**config.mk**
```make
export PLATFORM = sky130hd
export DESIGN_NAME = uart_tx_arbiter
export DESIGN_NICKNAME = d
export VERILOG_FILES = /design/src/rtl/uart_pkg.sv /design/src/rtl/uart_done_sync.sv /design/src/rtl/uart_tx_arbiter.sv
export SDC_FILE = /design/constraint.sdc
export NUM_CORES = 1
export LEC_CHECK = 0
export ABC_AREA = 1
export ABC_CLOCK_PERIOD_IN_PS = 1550
export CORE_MARGIN = 2
export CORE_UTILIZATION = 30
export CTS_CLUSTER_DIAMETER = 150
export CTS_CLUSTER_SIZE = 28
export DETAILED_ROUTE_END_ITERATION = 10
export HOLD_SLACK_MARGIN = 0.12
export PLACE_DENSITY_LB_ADDON = 0.15
export SLEW_MARGIN = 25
export SYNTH_ARGS = -nofsm -noshare
export SYNTH_HDL_FRONTEND = slang
export SYNTH_HIERARCHICAL = 1
export SYNTH_SLANG_ARGS = --single-unit
```
**constraint.sdc**
```tcl
create_clock -name Clock -period 1.55 [get_ports Clock]
set_clock_uncertainty 0.05 [all_clocks]
set_input_delay 0.31 -clock Clock [delete_from_list [all_inputs] [get_ports Clock]]
set_output_delay 0.31 -clock Clock [all_outputs]
set_load 0.02 [all_outputs]
```
**src/rtl/uart_pkg.sv**
```systemverilog
// Shared types and defaults for the UART transmit arbiter.
// State encoding plus default requester count and byte width.
package uart_pkg;

    typedef enum logic [1:0] {
        IDLE    = 2'd0,
        LOAD    = 2'd1,
        START   = 2'd2,
        RELEASE = 2'd3
    } state_t;

    localparam int UART_N  = 4;
    localparam int UART_DW = 8;

endpackage

```
**src/rtl/uart_done_sync.sv**
```systemverilog
// Two-flop synchronizer bringing the transmitter done level
// into the system clock domain.
module uart_done_sync (
    input  logic clk,
    input  logic rst,
    input  logic d,
    output logic q
);

    logic meta;

    always_ff @(posedge clk or posedge rst) begin
        if (rst) begin
            meta <= 1'b0;
            q    <= 1'b0;
        end else begin
            meta <= d;
            q    <= meta;
        end
    end

endmodule

```
**src/rtl/uart_tx_arbiter.sv**
```systemverilog
// Shares one UART byte transmitter between N requesters.
// UART_TX_ARB_RR_EN selects round-robin; otherwise fixed priority.
module uart_tx_arbiter
    import uart_pkg::*;
#(
    parameter int N  = UART_N,
    parameter int DW = UART_DW
) (
    input  logic          Clock,
    input  logic          Reset,
    input  logic [N-1:0]    Req,
    input  logic [N*DW-1:0] Data,
    output logic [N-1:0]    Ack,
    output logic [N-1:0]    Grant,
    output logic          Busy,
    output logic          TxInit,
    output logic [DW-1:0]   TxData,
    input  logic          TxDone
);

    localparam int IW = (N > 1) ? $clog2(N) : 1;

    state_t        state;
    state_t        state_nx;
    logic          done_s;
    logic          found;
    logic [IW-1:0] pick;
    logic [IW-1:0] win;

    uart_done_sync u_sync (
        .clk (Clock),
        .rst (Reset),
        .d   (TxDone),
        .q   (done_s)
    );

`ifdef UART_TX_ARB_RR_EN
    logic [IW-1:0] ptr;

    always_ff @(posedge Clock or posedge Reset) begin
        if (Reset)
            ptr <= '0;
        else if (state == LOAD)
            ptr <= IW'((int'(win) + 1) % N);
    end
`endif

    // First set request, scanning from ptr (RR) or from index 0.
    always_comb begin
        int idx;
        found = 1'b0;
        pick  = '0;
        idx   = 0;
        for (int j = 0; j < N; j++) begin
`ifdef UART_TX_ARB_RR_EN
            idx = (int'(ptr) + j) % N;
`else
            idx = j;
`endif
            if (!found && Req[idx]) begin
                found = 1'b1;
                pick  = IW'(idx);
            end
        end
    end

    always_ff @(posedge Clock or posedge Reset) begin
        if (Reset)
            state <= IDLE;
        else
            state <= state_nx;
    end

    always_comb begin
        state_nx = state;
        case (state)
            IDLE:    if (found && !done_s) state_nx = LOAD;
            LOAD:    state_nx = START;
            START:   if (done_s) state_nx = RELEASE;
            RELEASE: if (!done_s) state_nx = IDLE;
            default: state_nx = IDLE;
        endcase
    end

    always_ff @(posedge Clock or posedge Reset) begin
        if (Reset)
            win <= '0;
        else if (state == IDLE && state_nx == LOAD)
            win <= pick;
    end

    // TxInit is only raised while done_s is low, so a stale done
    // at START entry never produces a start pulse.
    always_ff @(posedge Clock or posedge Reset) begin
        if (Reset) begin
            Ack    <= '0;
            Grant  <= '0;
            Busy   <= 1'b0;
            TxInit <= 1'b0;
            TxData <= '0;
        end else begin
            Ack    <= '0;
            Busy   <= (state_nx != IDLE);
            TxInit <= (state == START) && !done_s;
            if (state == LOAD) begin
                TxData <= Data[int'(win)*DW +: DW];
                Grant  <= N'(1) << win;
                Ack    <= N'(1) << win;
            end else if (state == RELEASE && !done_s) begin
                Grant  <= '0;
            end
        end
    end

endmodule

```
# After elaboration in Yosys (flattened, before gate mapping)
# Index checks and enable logic that the tools add are counted.
# word_totals
reg_bits,24
output_inout_bits,18
# classes
shift,2
n_eq_ne,4
muxes,14
reduce_logical,14
# ops
operator,count
32-bit by 6-bit variable part select with 8-bit output,1
4-bit 2-to-1 mux,3
2-bit 2-to-1 mux,5
2-bit one-hot mux with 4 select lines,1
1-bit logical AND,7
1-bit 2-to-1 mux,5
"2-bit by 1-bit equality test with 1-bit output, second input constant",2
"2-bit equality test, second input constant",2
1-bit zero test,4
2-bit nonzero test,2
"1-bit by 2-bit << shifter with 4-bit output, first input constant",1
2-bit zero test,1

# Longest topological paths before layout
# depth
depth_word,15
mapped_depth,8

# By module
# The synthesis kept the hierarchy.
# by_module_without_submodules
module,n_inst,seq_area_each_um2,cells_per_inst,area_per_inst_um2
uart_tx_arbiter,1,550.5,169,1153.6
uart_done_sync,1,50.0,3,53.8

# Least setup slack after synthesis
# No wires, ideal clock.
# synth_timing
path_kind,register to register
from,reg state[1]
to,reg TxData[0]
path_slack_ns,0.445
arrival_ns,0.938
required_time_ns,1.384
path_buffers,1
path_stages_with_launch,6
cell_sequence,dfrtp_1 nor2_4 inv_2 buf_6 nand2_1 nand2_1
# synth_via
elab_chain_cells,1
# synth_lines
item,line,rtl
"start, declared",uart_tx_arbiter.sv:23,state_t state;
"start signal, assigned",uart_tx_arbiter.sv:71,state <= state_nx;
2-bit by 1-bit equality test with 1-bit output,uart_tx_arbiter.sv:105,if (state == LOAD) begin
"end signal, assigned",uart_tx_arbiter.sv:106,TxData <= Data[int'(win)*DW +: DW];
"end, declared",uart_tx_arbiter.sv:17,"output logic [DW-1:0] TxData,"
# No other way between the ends.
# A chain may end at the register's enable or synchronous reset.

# Final worst setup path
# layout_timing
from,reg Grant[0]
to,out Grant[0]
# layout_rtl
item,line,rtl
"start, declared",uart_tx_arbiter.sv:14,"output logic [N-1:0] Grant,"
"start signal, assigned",uart_tx_arbiter.sv:107,Grant <= N'(1) << win;
# No word-level cell between the ends.

==> summary.md <==
| Metric | Value |
|---|---|
| Status | `finished clean` |
| Worst vdd ir | `0.709 mV` |
| R2R setup slack | `0.33 ns` |
| Die X | `67.4 microns` |
| Via count | `1194` |
| DIE AREA | `4550 sq um` |
| Relative slew slack | `0.750` |
| Antenna Nets Post-Route | `0` |
| Global route overflow | `0` |
| Fmax | `0.751 GHz` |
| Fill cells | `422` |
| Crit path max-delay family | `flip-flops` |
| RR Endpoint | `win[1]` |
| Max Buffers Root-to-Sink | `2` |
| First-pass GRT wire length | `5.11 mm` |
| P per Cell Area | `1540 nW/um^2` |
| Syn Area/Cell | `7.02 sq um` |
| R2R depth | `4` |
| Tot GR Track Use | `0.149` |
| Initial antenna violation count | `0` |
| Core footprint | `3940 sq um` |
| Commonest non-fill, non-tap cell in the layout | `nand2_1` |
| CP cell instances | `dlygate4sd2_1` |
| Number of buffers created by CTS | `3` |
| Setup Total Neg Slack | `0 ns` |
| Final Hold Fails | `0` |
| Share of post-route cells with drive strength above 1 | `0.0519` |
| Seq/Total Area, Yosys | `0.497` |
| Pins Over Slew Limit | `0` |
| Type of the most critical hold path | `in -> async` |
| HPWL Detailed | `2.30 mm` |
| Drc violations | `0` |
| Slew @ Worst Pin | `0.375 ns` |
| Hold Slack | `0.179 ns` |
| Largest net degree at the start of global routing | `23` |
| Worst path buffer plus inverter count | `1` |
| Worst path arrival time | `0.97 ns` |
| Synth Register Bits | `24` |
| Routed WL | `2.96 mm` |
| Worst Setup Path Type | `reg -> out` |
| Synthesized netlist cell count | `172` |
| Initial DRC count | `45` |
| IO Port Bufs | `56` |
| Post-CTS Setup Inserts | `0` |
| RSZ-0062 raised after global routing | `no` |
| Routed vias/inst | `4.25` |
| 1st-pass router iterations | `3` |
| Die extent in y | `67.4 microns` |
| Minimum clock period | `1.33 ns` |
| Nets | `271` |
| Final worst-path cycle share | `0.859` |
| # setup viols final | `0` |
| Multi-input logic area | `512 sq um` |
| Total power | `2.86 mW` |
| Number of global-route vias before repair | `1146` |
| Data required, critical path | `1.19 ns` |
| Cell Count, Final, Fillers Out | `281` |
| Slowest-stage cell, CP | `dfrtp_1` |
| Synth warnings | `6` |
| FP Rows | `23` |
| Max Cap Violations | `0` |
| Root Buffer | `clkbuf_8` |
| Critical-path maximum fanout | `2` |
| Routability congestion estimate | `0.704` |
| Crit-path max cell delay | `0.39 ns` |
| Mapped cell area | `1210 sq um` |
| Synth cell types | `15` |
| Ant diodes | `0` |
| Wire per inst | `10.5 microns` |
| Synth-to-layout area growth | `53.9%` |
| FF+latch area | `601 sq um` |
| Skew-Pair Late Insertion Delay | `0.26 ns` |
| Startpoint types | `flip-flop` |
| DP Cell Count | `277` |
| Net Count, Synth | `211` |
| Ports | `57` |
| Initial core utilization | `0.306` |
| R2R Path Start | `state[1]` |
| TritonCTS clock tree | `done` |
| CTS clk-pin slew, worst paths | `0.08 ns` |
| Clk sinks | `24` |
| Commonest non-fill, non-tap cells in the layout | `nand2_1 (108), clkdlybuf4s50_1 (38), dfrtp_1 (24)` |
| Leak pwr | `1.04 nW` |
| H-tree Lvls | `1` |
| CP Capture Type | `primary output` |
## timing repair
action,CTS,global route
setup endpoints to repair,16,2
resized for setup,16,2
hold buffers,0,0
## worst max-delay path by stage
| stage | start | end | slack (ns) | cells past startpoint |
|---|---|---|---|---|
| 4_1_cts | TxInit | TxInit | 0.001 | 1 |
| 5_1_grt | state[1] | win[1] | 0.15 | 4 |
| 3_5_place_dp | Req[1] | Busy | 0.15 | 5 |
| 3_3_place_gp | Req[1] | Busy | 0.18 | 5 |
| 6_report | Grant[0] | Grant[0] | 0.22 | 1 |
| 2_1_floorplan | state[1] | TxData[0] | 0.45 | 5 |
## stage by stage
step                setup WS (ns)  instance area (sq um)   util
floorplan                   0.445                   1210      -
global placement            0.181                   1820  0.461
detailed placement          0.148                   1820  0.461
CTS                       0.00146                   1850  0.470
global route                0.152                   1860  0.471
finish                      0.218                   1860  0.471
## sequential cells by signal, summed over array words and instances, names as in the netlist
register     flops
u_sync/meta      1
Grant            4
TxData           8
Busy             1
Ack              4
u_sync/q         1
win              2
TxInit           1
state            2
## logic make-up after synthesis
logic type / count (synthesis) / synth area share
buffers and inverters: 19 / 0.0787
DFF: 24 / 0.497
and+or+nand+nor: 124 / 0.399
AOI/OAI and AO/OA: 5 / 0.0249
## report_power, final
part / leakage [nW] / switching, mW / internal (mW)
Combinational: 0.706 / 0.912 / 0.562
Clock: 0.0288 / 0.184 / 0.226
Sequential: 0.305 / 0.130 / 0.846
## layer usage
layer | share of wire | vias up | GRT usage | wire length, microns
li1 | - | 631 | - | -
met1 | 0.43 | 533 | 0.174 | 1270
met2 | 0.51 | 28 | 0.270 | 1510
met3 | 0.052 | 2 | 0.0417 | 153
met4 | 0.0091 | 0 | 0.0332 | 27
met5 | 0 | - | 0 | 0
## layout make-up
type,instances,share of cell area
Timing Repair Buffer,60,0.310
Tap cell,50,0.0337
Multi-Input combinational cell,129,0.275
Sequential cell,24,0.323
Clock buffer,4,0.0296
Inverter,14,0.0283
## Yosys cell counts
| library cell | number | area [sq um] |
|---|---|---|
| a21oi_1 | 1 | 5.00 |
| nor3_1 | 1 | 5.00 |
| buf_6 | 2 | 22.5 |
| buf_4 | 2 | 15.0 |
| nand4_1 | 1 | 6.26 |
| nand2_1 | 108 | 405 |
| nand3_1 | 4 | 20.0 |
| o22ai_1 | 4 | 25.0 |
| buf_2 | 1 | 5.00 |
| nor2_1 | 9 | 33.8 |
| dfrtp_1 | 24 | 601 |
| inv_1 | 10 | 37.5 |
| inv_2 | 3 | 11.3 |
| clkinv_1 | 1 | 3.75 |
| nor2_4 | 1 | 11.3 |
No activity file was read; power rests on OpenSTA's default activity.
